## src/rtl/rom_loader_pkg.sv

```systemverilog
// Shared types and widths for the flash-to-SRAM boot copier.
// ROM_LOADER_VERIFY_EN adds a read-back verify state.
package rom_loader_pkg;

  localparam int FL_AW   = 23;
  localparam int SRAM_AW = 20;
  localparam int SRAM_DW = 16;

  typedef enum logic [3:0] {
    S_IDLE,
    S_RD_LO,
    S_RD_HI,
    S_WR_SETUP,
    S_WR_PULSE,
    S_WR_HOLD,
`ifdef ROM_LOADER_VERIFY_EN
    S_VRF,
`endif
    S_NEXT,
    S_DONE
  } state_e;

endpackage

```

## src/rtl/rom_loader_if.sv

```systemverilog
// Asynchronous SRAM bus driven by the boot copier.
// Member names follow the copier's pin names.
interface rom_loader_if;
  import rom_loader_pkg::*;

  logic [SRAM_AW-1:0] o_sram_addr;
  logic [SRAM_DW-1:0] o_sram_wdata;
  logic [SRAM_DW-1:0] i_sram_rdata;
  logic               o_sram_oe_n;
  logic               o_sram_we_n;
  logic               o_sram_ub_n;
  logic               o_sram_lb_n;

  modport master (
    output o_sram_addr,
    output o_sram_wdata,
    input  i_sram_rdata,
    output o_sram_oe_n,
    output o_sram_we_n,
    output o_sram_ub_n,
    output o_sram_lb_n
  );

  modport slave (
    input  o_sram_addr,
    input  o_sram_wdata,
    output i_sram_rdata,
    input  o_sram_oe_n,
    input  o_sram_we_n,
    input  o_sram_ub_n,
    input  o_sram_lb_n
  );

endinterface

```

## src/rtl/rom_loader_sram_wr.sv

```systemverilog
// SRAM strobe sequencer: registered strobes decoded from next state.
// ROM_LOADER_VERIFY_EN adds read-back compare and sticky o_err.
module rom_loader_sram_wr
  import rom_loader_pkg::*;
(
  input  logic               i_clk,
  input  logic               i_rst,
  input  state_e             i_state_d,
  input  logic               i_load,
  input  logic [SRAM_AW-1:0] i_addr,
  input  logic [SRAM_DW-1:0] i_wdata,
  rom_loader_if.master       sram
`ifdef ROM_LOADER_VERIFY_EN
  ,
  input  logic               i_clr,
  input  logic               i_cmp,
  output logic               o_err
`endif
);

  logic [SRAM_AW-1:0] addr_q, addr_d;
  logic [SRAM_DW-1:0] wdata_q, wdata_d;
  logic               we_n_q, we_n_d;
  logic               bs_n_q, bs_n_d;

  always_comb begin
    addr_d  = addr_q;
    wdata_d = wdata_q;
    if (i_load) begin
      addr_d  = i_addr;
      wdata_d = i_wdata;
    end
    we_n_d = (i_state_d != S_WR_PULSE);
    bs_n_d = !(i_state_d inside {
      S_WR_SETUP, S_WR_PULSE, S_WR_HOLD
`ifdef ROM_LOADER_VERIFY_EN
      , S_VRF
`endif
    });
  end

  always_ff @(posedge i_clk) begin
    if (i_rst) begin
      addr_q  <= '0;
      wdata_q <= '0;
      we_n_q  <= 1'b1;
      bs_n_q  <= 1'b1;
    end else begin
      addr_q  <= addr_d;
      wdata_q <= wdata_d;
      we_n_q  <= we_n_d;
      bs_n_q  <= bs_n_d;
    end
  end

  assign sram.o_sram_addr  = addr_q;
  assign sram.o_sram_wdata = wdata_q;
  assign sram.o_sram_we_n  = we_n_q;
  assign sram.o_sram_ub_n  = bs_n_q;
  assign sram.o_sram_lb_n  = bs_n_q;

`ifdef ROM_LOADER_VERIFY_EN
  logic oe_n_q, oe_n_d;
  logic err_q, err_d;

  always_comb begin
    oe_n_d = (i_state_d != S_VRF);
    err_d  = err_q;
    if (i_clr) err_d = 1'b0;
    if (i_cmp && (sram.i_sram_rdata != wdata_q))
      err_d = 1'b1;
  end

  always_ff @(posedge i_clk) begin
    if (i_rst) begin
      oe_n_q <= 1'b1;
      err_q  <= 1'b0;
    end else begin
      oe_n_q <= oe_n_d;
      err_q  <= err_d;
    end
  end

  assign sram.o_sram_oe_n = oe_n_q;
  assign o_err            = err_q;
`else
  assign sram.o_sram_oe_n = 1'b1;
`endif

endmodule

```

## src/rtl/rom_loader.sv

```systemverilog
// Boot copier: moves byte-wide flash regions into 16-bit SRAM.
// ROM_LOADER_VERIFY_EN enables read-back verify and o_err.
module rom_loader
  import rom_loader_pkg::*;
#(
  parameter int NUM_REGIONS = 2,
  parameter int FL_LAT      = 2,
  parameter int WE_CYC      = 2,
  parameter int LEN_W       = 16,
  localparam int RW = (NUM_REGIONS > 1) ? $clog2(NUM_REGIONS) : 1
) (
  input  logic                                i_clk,
  input  logic                                i_rst,
  input  logic                                i_start,
  input  logic [NUM_REGIONS-1:0][FL_AW-1:0]   i_src_base,
  input  logic [NUM_REGIONS-1:0][SRAM_AW-1:0] i_dst_base,
  input  logic [NUM_REGIONS-1:0][LEN_W-1:0]   i_len_words,
  output logic                                o_busy,
  output logic                                o_done,
  output logic [RW-1:0]                       o_region,
  output logic [FL_AW-1:0]                    o_fl_addr,
  input  logic [7:0]                          i_fl_rdata,
  rom_loader_if.master                        sram
`ifdef ROM_LOADER_VERIFY_EN
  ,
  output logic                                o_err
`endif
);

  localparam int CMAX = (FL_LAT > WE_CYC) ? FL_LAT : WE_CYC;
  localparam int CW   = (CMAX > 1) ? $clog2(CMAX + 1) : 1;

  state_e state_q, state_d;

  logic [NUM_REGIONS-1:0][FL_AW-1:0]   src_q, src_d;
  logic [NUM_REGIONS-1:0][SRAM_AW-1:0] dst_q, dst_d;
  logic [NUM_REGIONS-1:0][LEN_W-1:0]   len_q, len_d;
  logic [RW-1:0]    reg_q, reg_d;
  logic [LEN_W-1:0] k_q, k_d;
  logic [CW-1:0]    cnt_q, cnt_d;
  logic [7:0]       lo_q, lo_d;
  logic             done_q, done_d;

  logic             start_acc;
  logic [LEN_W:0]   k_inc;
  logic             more_words;
  logic             nxt_found;
  logic [RW-1:0]    nxt_idx;
  logic             rd_last, pulse_last;
  logic [FL_AW-1:0] fl_base;
  logic             wr_load;
  logic [SRAM_AW-1:0] wr_addr;

  assign start_acc  = i_start &&
                      (state_q == S_IDLE || state_q == S_DONE);
  assign k_inc      = {1'b0, k_q} + {{LEN_W{1'b0}}, 1'b1};
  assign more_words = k_inc < {1'b0, len_q[reg_q]};
  assign rd_last    = cnt_q == CW'(FL_LAT);
  assign pulse_last = cnt_q == CW'(WE_CYC - 1);

  // Lowest-numbered later region with a nonzero word count.
  always_comb begin
    nxt_found = 1'b0;
    nxt_idx   = '0;
    for (int i = NUM_REGIONS - 1; i >= 0; i--) begin
      if (RW'(i) > reg_q && len_q[i] != '0) begin
        nxt_found = 1'b1;
        nxt_idx   = RW'(i);
      end
    end
  end

  always_ff @(posedge i_clk) begin
    if (i_rst) state_q <= S_IDLE;
    else       state_q <= state_d;
  end

  always_comb begin
    state_d = state_q;
    unique case (state_q)
      S_IDLE, S_DONE: begin
        state_d = S_IDLE;
        if (start_acc)
          state_d = (i_len_words[0] != '0) ? S_RD_LO : S_NEXT;
      end
      S_RD_LO:    if (rd_last) state_d = S_RD_HI;
      S_RD_HI:    if (rd_last) state_d = S_WR_SETUP;
      S_WR_SETUP: state_d = S_WR_PULSE;
      S_WR_PULSE: if (pulse_last) state_d = S_WR_HOLD;
`ifdef ROM_LOADER_VERIFY_EN
      S_WR_HOLD:  state_d = S_VRF;
      S_VRF:
        if (cnt_q == CW'(1))
          state_d = more_words ? S_RD_LO : S_NEXT;
`else
      S_WR_HOLD:  state_d = more_words ? S_RD_LO : S_NEXT;
`endif
      S_NEXT:
        state_d = (more_words || nxt_found) ? S_RD_LO : S_DONE;
      default:    state_d = S_IDLE;
    endcase
  end

  always_comb begin
    o_busy   = !(state_q == S_IDLE || state_q == S_DONE);
    o_done   = done_q;
    o_region = reg_q;
    fl_base  = src_q[reg_q] + FL_AW'({k_q, 1'b0});
    unique case (state_q)
      S_RD_LO: o_fl_addr = fl_base;
      S_RD_HI: o_fl_addr = fl_base + FL_AW'(1);
      default: o_fl_addr = '0;
    endcase
    wr_load = (state_q == S_RD_HI) && (state_d == S_WR_SETUP);
    wr_addr = dst_q[reg_q] + SRAM_AW'(k_q);
  end

  always_comb begin
    src_d  = src_q;
    dst_d  = dst_q;
    len_d  = len_q;
    reg_d  = reg_q;
    k_d    = k_q;
    lo_d   = lo_q;
    done_d = done_q;
    cnt_d  = (state_d == state_q) ? cnt_q + CW'(1) : '0;
    if (start_acc) begin
      src_d  = i_src_base;
      dst_d  = i_dst_base;
      len_d  = i_len_words;
      reg_d  = '0;
      k_d    = '0;
      done_d = 1'b0;
    end else if (state_d == S_RD_LO && state_q != S_RD_LO) begin
      if (more_words) begin
        k_d = k_inc[LEN_W-1:0];
      end else begin
        k_d   = '0;
        reg_d = nxt_idx;
      end
    end
    if (state_q == S_RD_LO && rd_last) lo_d = i_fl_rdata;
    if (state_d == S_DONE) done_d = 1'b1;
  end

  always_ff @(posedge i_clk) begin
    if (i_rst) begin
      src_q  <= '0;
      dst_q  <= '0;
      len_q  <= '0;
      reg_q  <= '0;
      k_q    <= '0;
      cnt_q  <= '0;
      lo_q   <= '0;
      done_q <= 1'b0;
    end else begin
      src_q  <= src_d;
      dst_q  <= dst_d;
      len_q  <= len_d;
      reg_q  <= reg_d;
      k_q    <= k_d;
      cnt_q  <= cnt_d;
      lo_q   <= lo_d;
      done_q <= done_d;
    end
  end

  rom_loader_sram_wr u_sram_wr (
    .i_clk     (i_clk),
    .i_rst     (i_rst),
    .i_state_d (state_d),
    .i_load    (wr_load),
    .i_addr    (wr_addr),
    .i_wdata   ({i_fl_rdata, lo_q}),
    .sram      (sram)
`ifdef ROM_LOADER_VERIFY_EN
    ,
    .i_clr     (start_acc),
    .i_cmp     (state_q == S_VRF && cnt_q == CW'(1)),
    .o_err     (o_err)
`endif
  );

endmodule

```

## src/flat_wrapper.sv

```systemverilog
// flat-port wrapper written by rule: the top's interface ports become plain ports
module rom_loader_flat import rom_loader_pkg::*;
#(
  parameter int NUM_REGIONS = 2,
  parameter int FL_LAT      = 2,
  parameter int WE_CYC      = 2,
  parameter int LEN_W       = 16,
  localparam int RW = (NUM_REGIONS > 1) ? $clog2(NUM_REGIONS) : 1
)
  (i_clk, i_rst, i_start, i_src_base, i_dst_base, i_len_words, o_busy, o_done, o_region, o_fl_addr, i_fl_rdata, sram_o_sram_addr, sram_o_sram_wdata, sram_i_sram_rdata, sram_o_sram_oe_n, sram_o_sram_we_n, sram_o_sram_ub_n, sram_o_sram_lb_n);
  rom_loader_if sram_i ();
  input  logic i_clk;
  input  logic i_rst;
  input  logic i_start;
  input  logic [NUM_REGIONS-1:0][FL_AW-1:0] i_src_base;
  input  logic [NUM_REGIONS-1:0][SRAM_AW-1:0] i_dst_base;
  input  logic [NUM_REGIONS-1:0][LEN_W-1:0] i_len_words;
  output logic o_busy;
  output logic o_done;
  output logic [RW-1:0] o_region;
  output logic [FL_AW-1:0] o_fl_addr;
  input  logic [7:0] i_fl_rdata;
  output wire logic [$bits(sram_i.o_sram_addr)-1:0] sram_o_sram_addr;
  output wire logic [$bits(sram_i.o_sram_wdata)-1:0] sram_o_sram_wdata;
  input wire logic [$bits(sram_i.i_sram_rdata)-1:0] sram_i_sram_rdata;
  output wire logic [$bits(sram_i.o_sram_oe_n)-1:0] sram_o_sram_oe_n;
  output wire logic [$bits(sram_i.o_sram_we_n)-1:0] sram_o_sram_we_n;
  output wire logic [$bits(sram_i.o_sram_ub_n)-1:0] sram_o_sram_ub_n;
  output wire logic [$bits(sram_i.o_sram_lb_n)-1:0] sram_o_sram_lb_n;
  assign sram_o_sram_addr = sram_i.o_sram_addr;
  assign sram_o_sram_wdata = sram_i.o_sram_wdata;
  assign sram_i.i_sram_rdata = sram_i_sram_rdata;
  assign sram_o_sram_oe_n = sram_i.o_sram_oe_n;
  assign sram_o_sram_we_n = sram_i.o_sram_we_n;
  assign sram_o_sram_ub_n = sram_i.o_sram_ub_n;
  assign sram_o_sram_lb_n = sram_i.o_sram_lb_n;
  rom_loader #(.NUM_REGIONS(NUM_REGIONS), .FL_LAT(FL_LAT), .WE_CYC(WE_CYC), .LEN_W(LEN_W)) u_core (.i_clk(i_clk), .i_rst(i_rst), .i_start(i_start), .i_src_base(i_src_base), .i_dst_base(i_dst_base), .i_len_words(i_len_words), .o_busy(o_busy), .o_done(o_done), .o_region(o_region), .o_fl_addr(o_fl_addr), .i_fl_rdata(i_fl_rdata), .sram(sram_i));
endmodule
```

## config.mk

```make
export PLATFORM = sky130hd
export DESIGN_NAME = rom_loader_flat
export DESIGN_NICKNAME = d
export VERILOG_FILES = /design/src/rtl/rom_loader_pkg.sv /design/src/rtl/rom_loader_if.sv /design/src/rtl/rom_loader_sram_wr.sv /design/src/rtl/rom_loader.sv /design/src/flat_wrapper.sv
export SDC_FILE = /design/constraint.sdc
export NUM_CORES = 1
export LEC_CHECK = 0
export BUFFER_PORTS_ARGS = -buffer_cell sky130_fd_sc_hd__buf_2
export CAP_MARGIN = 20
export CORE_MARGIN = 2
export CORE_UTILIZATION = 25
export CTS_CLUSTER_DIAMETER = 30
export DETAILED_ROUTE_END_ITERATION = 6
export GPL_TIMING_DRIVEN = 1
export HOLD_SLACK_MARGIN = 0.15
export PLACE_DENSITY = 0.39
export SYNTH_ARGS = -nofsm -noshare
export SYNTH_HDL_FRONTEND = slang
export SYNTH_HIERARCHICAL = 1
export SYNTH_SLANG_ARGS = --single-unit
```

## constraint.sdc

```tcl
create_clock -name i_clk -period 12 [get_ports i_clk]
set_clock_uncertainty 0.15 [all_clocks]
set_input_delay 1.2 -clock i_clk [delete_from_list [all_inputs] [get_ports i_clk]]
set_output_delay 1.2 -clock i_clk [all_outputs]
set_load 0.005 [all_outputs]
```

==> impl_results.md, run 1 <==
* Synthesized area at 0.01089 mm^2
* Leakage power at 5.127 nW
* Vias at 9682
* Uppermost layer routed: met4
* Antenna violations before repair at 2
* # DRC at 0
* IO buf count at about 190
* DIE AREA at 0.04523 mm^2
* Yosys warning count at 6
* Pwr/cell area at approximately 110 mW/mm^2
* Overflow after GRT at 0
* Ports at 211
* Slew Limit Fails at 0
* Unique masters post-synth at 85
* Iteration-0 DRC Markers at 579
* Critical path data required time at 10650 ps
* Htree depth at 4
* Outcome: complete, no violations
* Prevailing post-synth register cell: dfxtp_1
* Layout cells sized above 1 at 19.88%
* Synth top area share at 34.57%
* # Post-CTS Setup Buffers at 0
* Starting Density at between 20 and 30%
* Asr flop ratio synth at 0%
* CP Buf/Inv Count at 2
* Final-stage net count at 1694
* Hold WC Path Type: reg2reg
* Tightest Pin Transition at 873.6 ps
* CP Class: reg2out
* Final Hold Viols at 0
* Tcrit/Tclk final at 53.12%
* Max Cap Viol at 0
* Synthesized flop and latch total at 188
* Clock sinks at 188
* Total CTS buffers at 17
* CTS tree: yes
* Post_cts resized at 0
* Synth area leaders: dfxtp_1, nand2_1, a21oi_1
* Die X at 212.7 um
* Worst VDD drop at 0.07005 mV
* FMAX at 156.9 MHz
* Kind of end point of the critical path: primary output
* Sequential share of the synthesized area at 34.57%
* CTS clock-pin slew for the worst setup and hold paths at 70 ps
* Synth area leader: dfxtp_1
* Die height at 212.7 um
* Final setup TNS at 0 ps
* CTS root buf: clkbuf_16
* Largest stage delay, worst path at 700 ps
* Total Wirelength at 35090 um
* Post-synthesis xor/xnor area fraction at 4.839%
* Total power draw at 1.420 mW
* Post-Syn Area per Cell at 8.039 um^2
* EDFF count, synth at 0
* Number of global-route vias before repair at 9000
* RSZ-0062 raised after global routing: false
* Final antenna-violating net count at 0
* Fraction of the mapped netlist area in simple logic gates at 22.77%
* Gate Count Post-Synth at roughly 1400
* Hold-fix buffers, CTS at 0
* Row count at 76
* Synth Area in Compound Gates at between 15 and 20%
* Largest family of logic cells by synthesized area: simple AND/OR/NAND/NOR gates
* Post-route minimum period at 6374 ps
* WP data arrival at 5020 ps
* Total GRT Usage at approximately 16%
* Metal3 WL at 1218 um
* Largest net degree at the start of global routing at 78
* First-pass GRT wire length at 53540 um
* HPWL after DPL at 26130 um
* Clock Tree Buf Depth at 2
* Routed length on met2 at about 15000 um
* Post-synthesis adder-cell area fraction at 6.230%
* Vias/cell at 4.621
* Worst-Skew Late Latency at ~450 ps
* Max_slew headroom at 41.76%
* Worst Path Max Fanout at 46
* # setup viols final at 0
* DRT Pass-1 Iters at 5
* GPL Wtd Cong at 0.8053
* CP max stage cell: buf_4
* Critical Path Start Type: flip-flop
* Area grow syn2layout at 18.13%
* CP Cell Sequence: buf_4, mux2_2, ha_1, a21o_1, a221o_1, a22o_1, or3_4, xor2_1, o2111ai_2, nor4_4, mux2i_1, nand3_1, buf_2
* Core footprint at around 0.043 mm^2
* Routed length on met1 at around 18000 um
* Top Family by Delay on Critical Path: compound AO/OA/AOI/OAI gates
* Mux cell area share after synthesis at a little under a tenth
* Wire per inst at 16.75 um
==> through the flow <==
| stage | setup slack (ps) | std cells | hold WS, ps | util (%) | instance area (um^2) |
|---|---|---|---|---|---|
| after detailed placement | 6069 | 2062 | 293.1 | 28.51 | 12250 |
| after floorplan | 6151 | 1356 | 282.2 | - | 10890 |
| after CTS | 5573 | 2094 | 303.6 | 29.91 | 12860 |
| final | 5626 | 2095 | 301.8 | 29.92 | 12860 |
| after global placement | 6089 | 2062 | 289.3 | 28.51 | 12250 |
| after global routing | 5299 | 2094 | 321.8 | 29.91 | 12860 |
==> final cells by class <==
| class | instances | area, um^2 |
|---|---|---|
| fillers | 4811 | 30120 |
| multi-input cells | 1060 | 6620 |
| flip-flops and latches | 188 | 3767 |
| repair buffers | 201 | 1028 |
| well taps | 585 | 732.0 |
| clock buffers | 19 | 442.9 |
| clock inverters | 13 | 160.2 |
| inverters | 28 | 105.1 |
| diodes | 1 | 2.502 |
==> state kept, by name (all words and copies together) (netlist names) <==
name / flops
u_core/u_sram_wr/sram.o_sram_wdata: 16
u_core/o_region: 1
u_core/lo_q: 8
u_core/o_done: 1
u_core/len_q: 32
u_core/dst_q: 40
u_core/k_q: 16
u_core/cnt_q: 2
u_core/u_sram_wr/sram.o_sram_we_n: 1
u_core/u_sram_wr/sram.o_sram_addr: 20
u_core/src_q: 46
u_core/u_sram_wr/sram.o_sram_lb_n: 1
u_core/state_q: 4
==> layer usage <==
| metal | vias up | GRT usage, % |
|---|---|---|
| met5 | - | 0 |
| met4 | 0 | 3.641 |
| met3 | 19 | 2.618 |
| met2 | 172 | 23.10 |
| met1 | 4496 | 23.18 |
| li1 | 4995 | - |
==> placed cells by master (no fill, tap or decap), drive strengths merged, types with 4 or more instances in the layout <==
cell type	instances
o21ai	39
clkbuf	19
a21oi	157
xor2	26
nand3	39
nand2b	15
a31oi	13
a221oi	4
and3	14
inv	32
o21a	7
o22ai	13
buf	201
or3	8
xnor2	32
nand4	7
mux2	35
conb	4
mux2i	64
nor2b	7
and2	20
a211oi	10
ha	51
a22o	5
nor4	16
nor3b	4
nand3b	6
o211ai	8
nor3	19
nand2	293
clkinv	4
dfxtp	188
nor2	90
a21o	14
==> where the power goes <==
group	internal, mW	total, mW	switching, mW
Clock	0.319	0.595	0.277
Combinational	0.0626	0.166	0.103
Sequential	0.643	0.659	0.0155
==> worst reg2reg max path, stage by stage (launching register included) <==
cell and delay (ps):
dfxtp_1 540, ha_1 290, and3_1 290, nand3_1 310, nor2_1 220, xor2_1 230
ha_1 280, a21o_1 160, a21o_1 170, a221oi_1 360, o22ai_1 280, o21ai_0 380
o2111ai_2 510, nor2_1 530, nand3b_1 130, a21oi_1 160
==> cell usage after synthesis (4+ instances only) <==
master / n
nor3_1: 18
nand4_1: 7
buf_2: 8
xor2_1: 25
nand3_1: 38
and3_1: 10
xnor2_1: 32
o22ai_1: 13
mux2i_1: 64
nor2_1: 89
and2_1: 20
dfxtp_1: 188
a22o_1: 4
nand3b_1: 6
ha_1: 51
a221oi_1: 4
o21ai_0: 34
o21a_1: 7
clkbuf_1: 53
nand2b_1: 15
a21o_1: 14
a21oi_1: 157
a211oi_1: 8
nor2b_1: 7
nor4_1: 13
nor3b_1: 4
inv_1: 27
or3_1: 7
buf_1: 7
o211ai_1: 7
mux2_2: 34
a31oi_1: 11
nand2_1: 293
==> cells by family after synthesis <==
| kind of cell | after synthesis |
|---|---|
| compound gates | 299 |
| xor+xnor | 58 |
| fa+ha+maj | 53 |
| buf+inv | 108 |
| flops | 188 |
| mux | 99 |
| other cells | 2 |
| simple gates | 547 |
==> worst paths after layout <==
path                                  startpoint          endpoint  slack [ps]  cells past startpoint
worst max-delay path             u_core/o_region     o_fl_addr[22]        5630                     13
worst min-delay path            u_core/dst_q[15]  u_core/dst_q[15]         300                      2
worst max register to register     u_core/k_q[0]     u_core/k_q[3]        6930                     15
worst min register to register  u_core/dst_q[15]  u_core/dst_q[15]         300                      2
(Power assumes the default switching activity.)
==> run 2: changes to the inputs <==
ABC_AREA = 1   (was default)
clock period = 6.3 ns   (was 12 ns; I/O delays follow)
==> run 2 against run 1 <==
Effect of this change: die area is 1.3% higher; routed wire length is 6.9% higher; sequential cell count did not move; worst setup slack worse by 4300 ps; synthesized area up 1.4%; critical endpoint is now o_fl_addr[17].
==> impl_results.md, run 2 <==
* Outcome: complete, no violations
* Htree depth at 4 (unchanged)
* Synth area leaders: dfxtp_1, nor2_1, nand2_1
* Leakage power at 6.170 nW (+20%)
* EDFF count, synth at 0 (unchanged)
* Largest family of logic cells by synthesized area: simple AND/OR/NAND/NOR gates
* # DRC at 0 (unchanged)
* Clock sinks at 188 (unchanged)
* First-pass GRT wire length at 58270 um (+8.8%)
* Asr flop ratio synth at 0% (unchanged)
* Post-Syn Area per Cell at 6.567 um^2 (-18%)
* CTS tree: yes
* FMAX at a little over 200 MHz
* Largest net degree at the start of global routing at 82 (+5.1%)
* Core footprint at 0.04336 mm^2 (+0.89%)
* DRT Pass-1 Iters at 4 (-1)
* Hold-fix buffers, CTS at 0 (unchanged)
* WP data arrival at 4190 ps (-830 ps)
* Top-count cell post-synth: nor2_1
* Post-synth top cells: nor2_1, nand2_1, o21ai_0
* Mux cell area share after synthesis at 0.3629% (-9.1 points)
* Tcrit/Tclk final at about four fifths
* Synthesized flop and latch total at 188 (unchanged)
* CP Class: reg2out
* Final setup TNS at 0 ps (unchanged)
* Clock Tree Buf Depth at 2 (unchanged)
* Vias/cell at 4.431 (-4.1%)
* Slew Limit Fails at 0 (unchanged)
* DP Area at 0.01242 mm^2 (+1.3%)
* Wire per inst at 15.46 um (-7.7%)
* Fin cells at 2427 (+16%)
* CTS root buf: clkbuf_16
* Fraction of the mapped netlist area in simple logic gates at 34.27% (+12 points)
* Sequential share of the synthesized area at 34.11% (-0.46 points)
* Ports at 211 (unchanged)
* Util after Layout at 30.05% (+0.13 points)
* # Post-CTS Setup Buffers at 0 (unchanged)
* Placed cells at 2394 (+16%)
* Hold_ws at 283.8 ps (-17.94 ps)
* CTS clock-pin slew for the worst setup and hold paths at 70 ps (about the same)
* DIE AREA at 0.04583 mm^2 (+1.3%)
* Total GRT Usage at 16.18% (+0.64 points)
* Final-stage net count at 2026 (+20%)
* IO buf count at 193 (unchanged)
* Total power draw at 3.064 mW (+120%)
* Place WS at 1724 ps (-4345 ps)
* Final antenna-violating net count at 0 (unchanged)
* Prevailing post-synth register cell: dfxtp_1
* Pwr/cell area at 235.1 mW/mm^2 (+110%)
* Overflow after GRT at 0 (unchanged)
* Unique masters post-synth at 54 (-36%)
* HPWL after DPL at 28670 um (+9.7%)
* Area grow syn2layout at 18.10% (about the same)
* Number of global-route vias before repair at 10290 (+14%)
* Worst Path Max Fanout at 78 (+70%)
* Antenna violations before repair at 5 (+3)
* Worst VDD drop at 0.1439 mV (+110%)
* Yosys warning count at 6 (unchanged)
* Vias at 10750 (+11%)
* Row count at 76 (unchanged)
* Max_slew headroom at 35.00% (-6.8 points)
* Critical path data required time at 5520 ps (-5130 ps)
* Synth Area in Compound Gates at 13.96% (-3.2 points)
* GPL Wtd Cong at 0.8140 (+1.1%)
* Max Cap Viol at 0 (unchanged)
* Most frequent cells in the layout: nor2_1, nand2_1, o21ai_0
* Max reg flops at 46 (unchanged)
* Post-synthesis xor/xnor area fraction at 2.937% (-1.9 points)
* Layout cells sized above 1 at 16.63% (-3.3 points)
* Kind of end point of the critical path: primary output
* Total CTS buffers at 17 (unchanged)
* Hold WC Path Type: in2reg
* Synthesized area at 0.01103 mm^2 (+1.4%)
* # setup viols final at 0 (unchanged)
* Post-synthesis adder-cell area fraction at 6.147% (-0.083 points)
* Gate Count Post-Synth at 1680 (+24%)
* Post_cts resized at 0 (unchanged)
* Synth top area share at 34.11% (-0.46 points)
* Die height at 214.1 um (+0.66%)
* Starting Density at 25.44% (+0.12 points)
* Synth area leader: dfxtp_1
* Post-route cell area at 0.01303 mm^2 (+1.3%)
* Iteration-0 DRC Markers at 682 (+18%)
* Tightest Pin Transition at 975.0 ps (+101.4 ps)
* RSZ-0062 raised after global routing: false
* Post-route minimum period at 4972 ps
* Worst-Skew Late Latency at 450 ps (about the same)
* Critical Path Start Type: flip-flop
* Die X at 214.1 um (+0.66%)
* Most common cell after layout, fill and taps aside: nor2_1
* Largest regs: u_core/src_q x46, u_core/dst_q x40, u_core/len_q x32
* Most flops, register: u_core/src_q
* Final Hold Viols at 0 (unchanged)
* Final setup margin at 1328 ps (-4298 ps)
* Total Wirelength at 37520 um (+6.9%)
run 2: worst paths after layout:
check	start	to	slack (ps)	cells after the start
worst max-delay path	u_core/o_region	o_fl_addr[17]	1330	17
worst min-delay path	i_dst_base[19]	u_core/dst_q[19]	280	3
worst max register to register	u_core/k_q[1]	u_core/k_q[15]	1970	21
worst min register to register	u_core/cnt_q[0]	u_core/cnt_q[0]	310	1
run 2: layout make-up:
type                    count  area (um^2)
fillers                  4952        30330
multi-input cells        1285         6382
flip-flops and latches    188         3765
repair buffers            200         1018
well taps                 585        732.0
inverters                 136        518.0
clock buffers              21        470.5
clock inverters            10        138.9
diodes                      2        5.005
run 2: cells by family after synthesis:
logic type / Yosys count
multiplexers: 4
AND/OR/NAND/NOR: 893
flip-flops: 188
buffers and inverters: 208
XOR/XNOR: 37
other: 2
AO/OA/AOI/OAI: 295
adder cells (fa/ha/maj): 53
run 2: power breakdown:
part | internal [mW] | switching (mW) | leakage [nW]
clock network | 0.655 | 0.491 | 0.299
logic | 0.208 | 0.404 | 4.33
registers | 1.25 | 0.0536 | 1.54
run 2: worst max-delay path: stages, from the launching register on:
cell	delay [ps]
dfxtp_2	330
buf_4	710
nand2_1	120
nand2_1	140
ha_1	230
inv_1	70
fa_1	500
nor2_1	210
nand2_4	80
nor2_4	110
nand3_2	110
nor2_4	140
nand4_4	130
nor3_1	320
nand2_1	120
o21ai_0	180
o22ai_1	90
buf_2	140
run 2: routing by layer:
metal  wire (um)  GRT usage, %
met1       17200         20.68
met2       18720         28.52
met3        1236         2.780
met4         349         3.333
met5          13             0
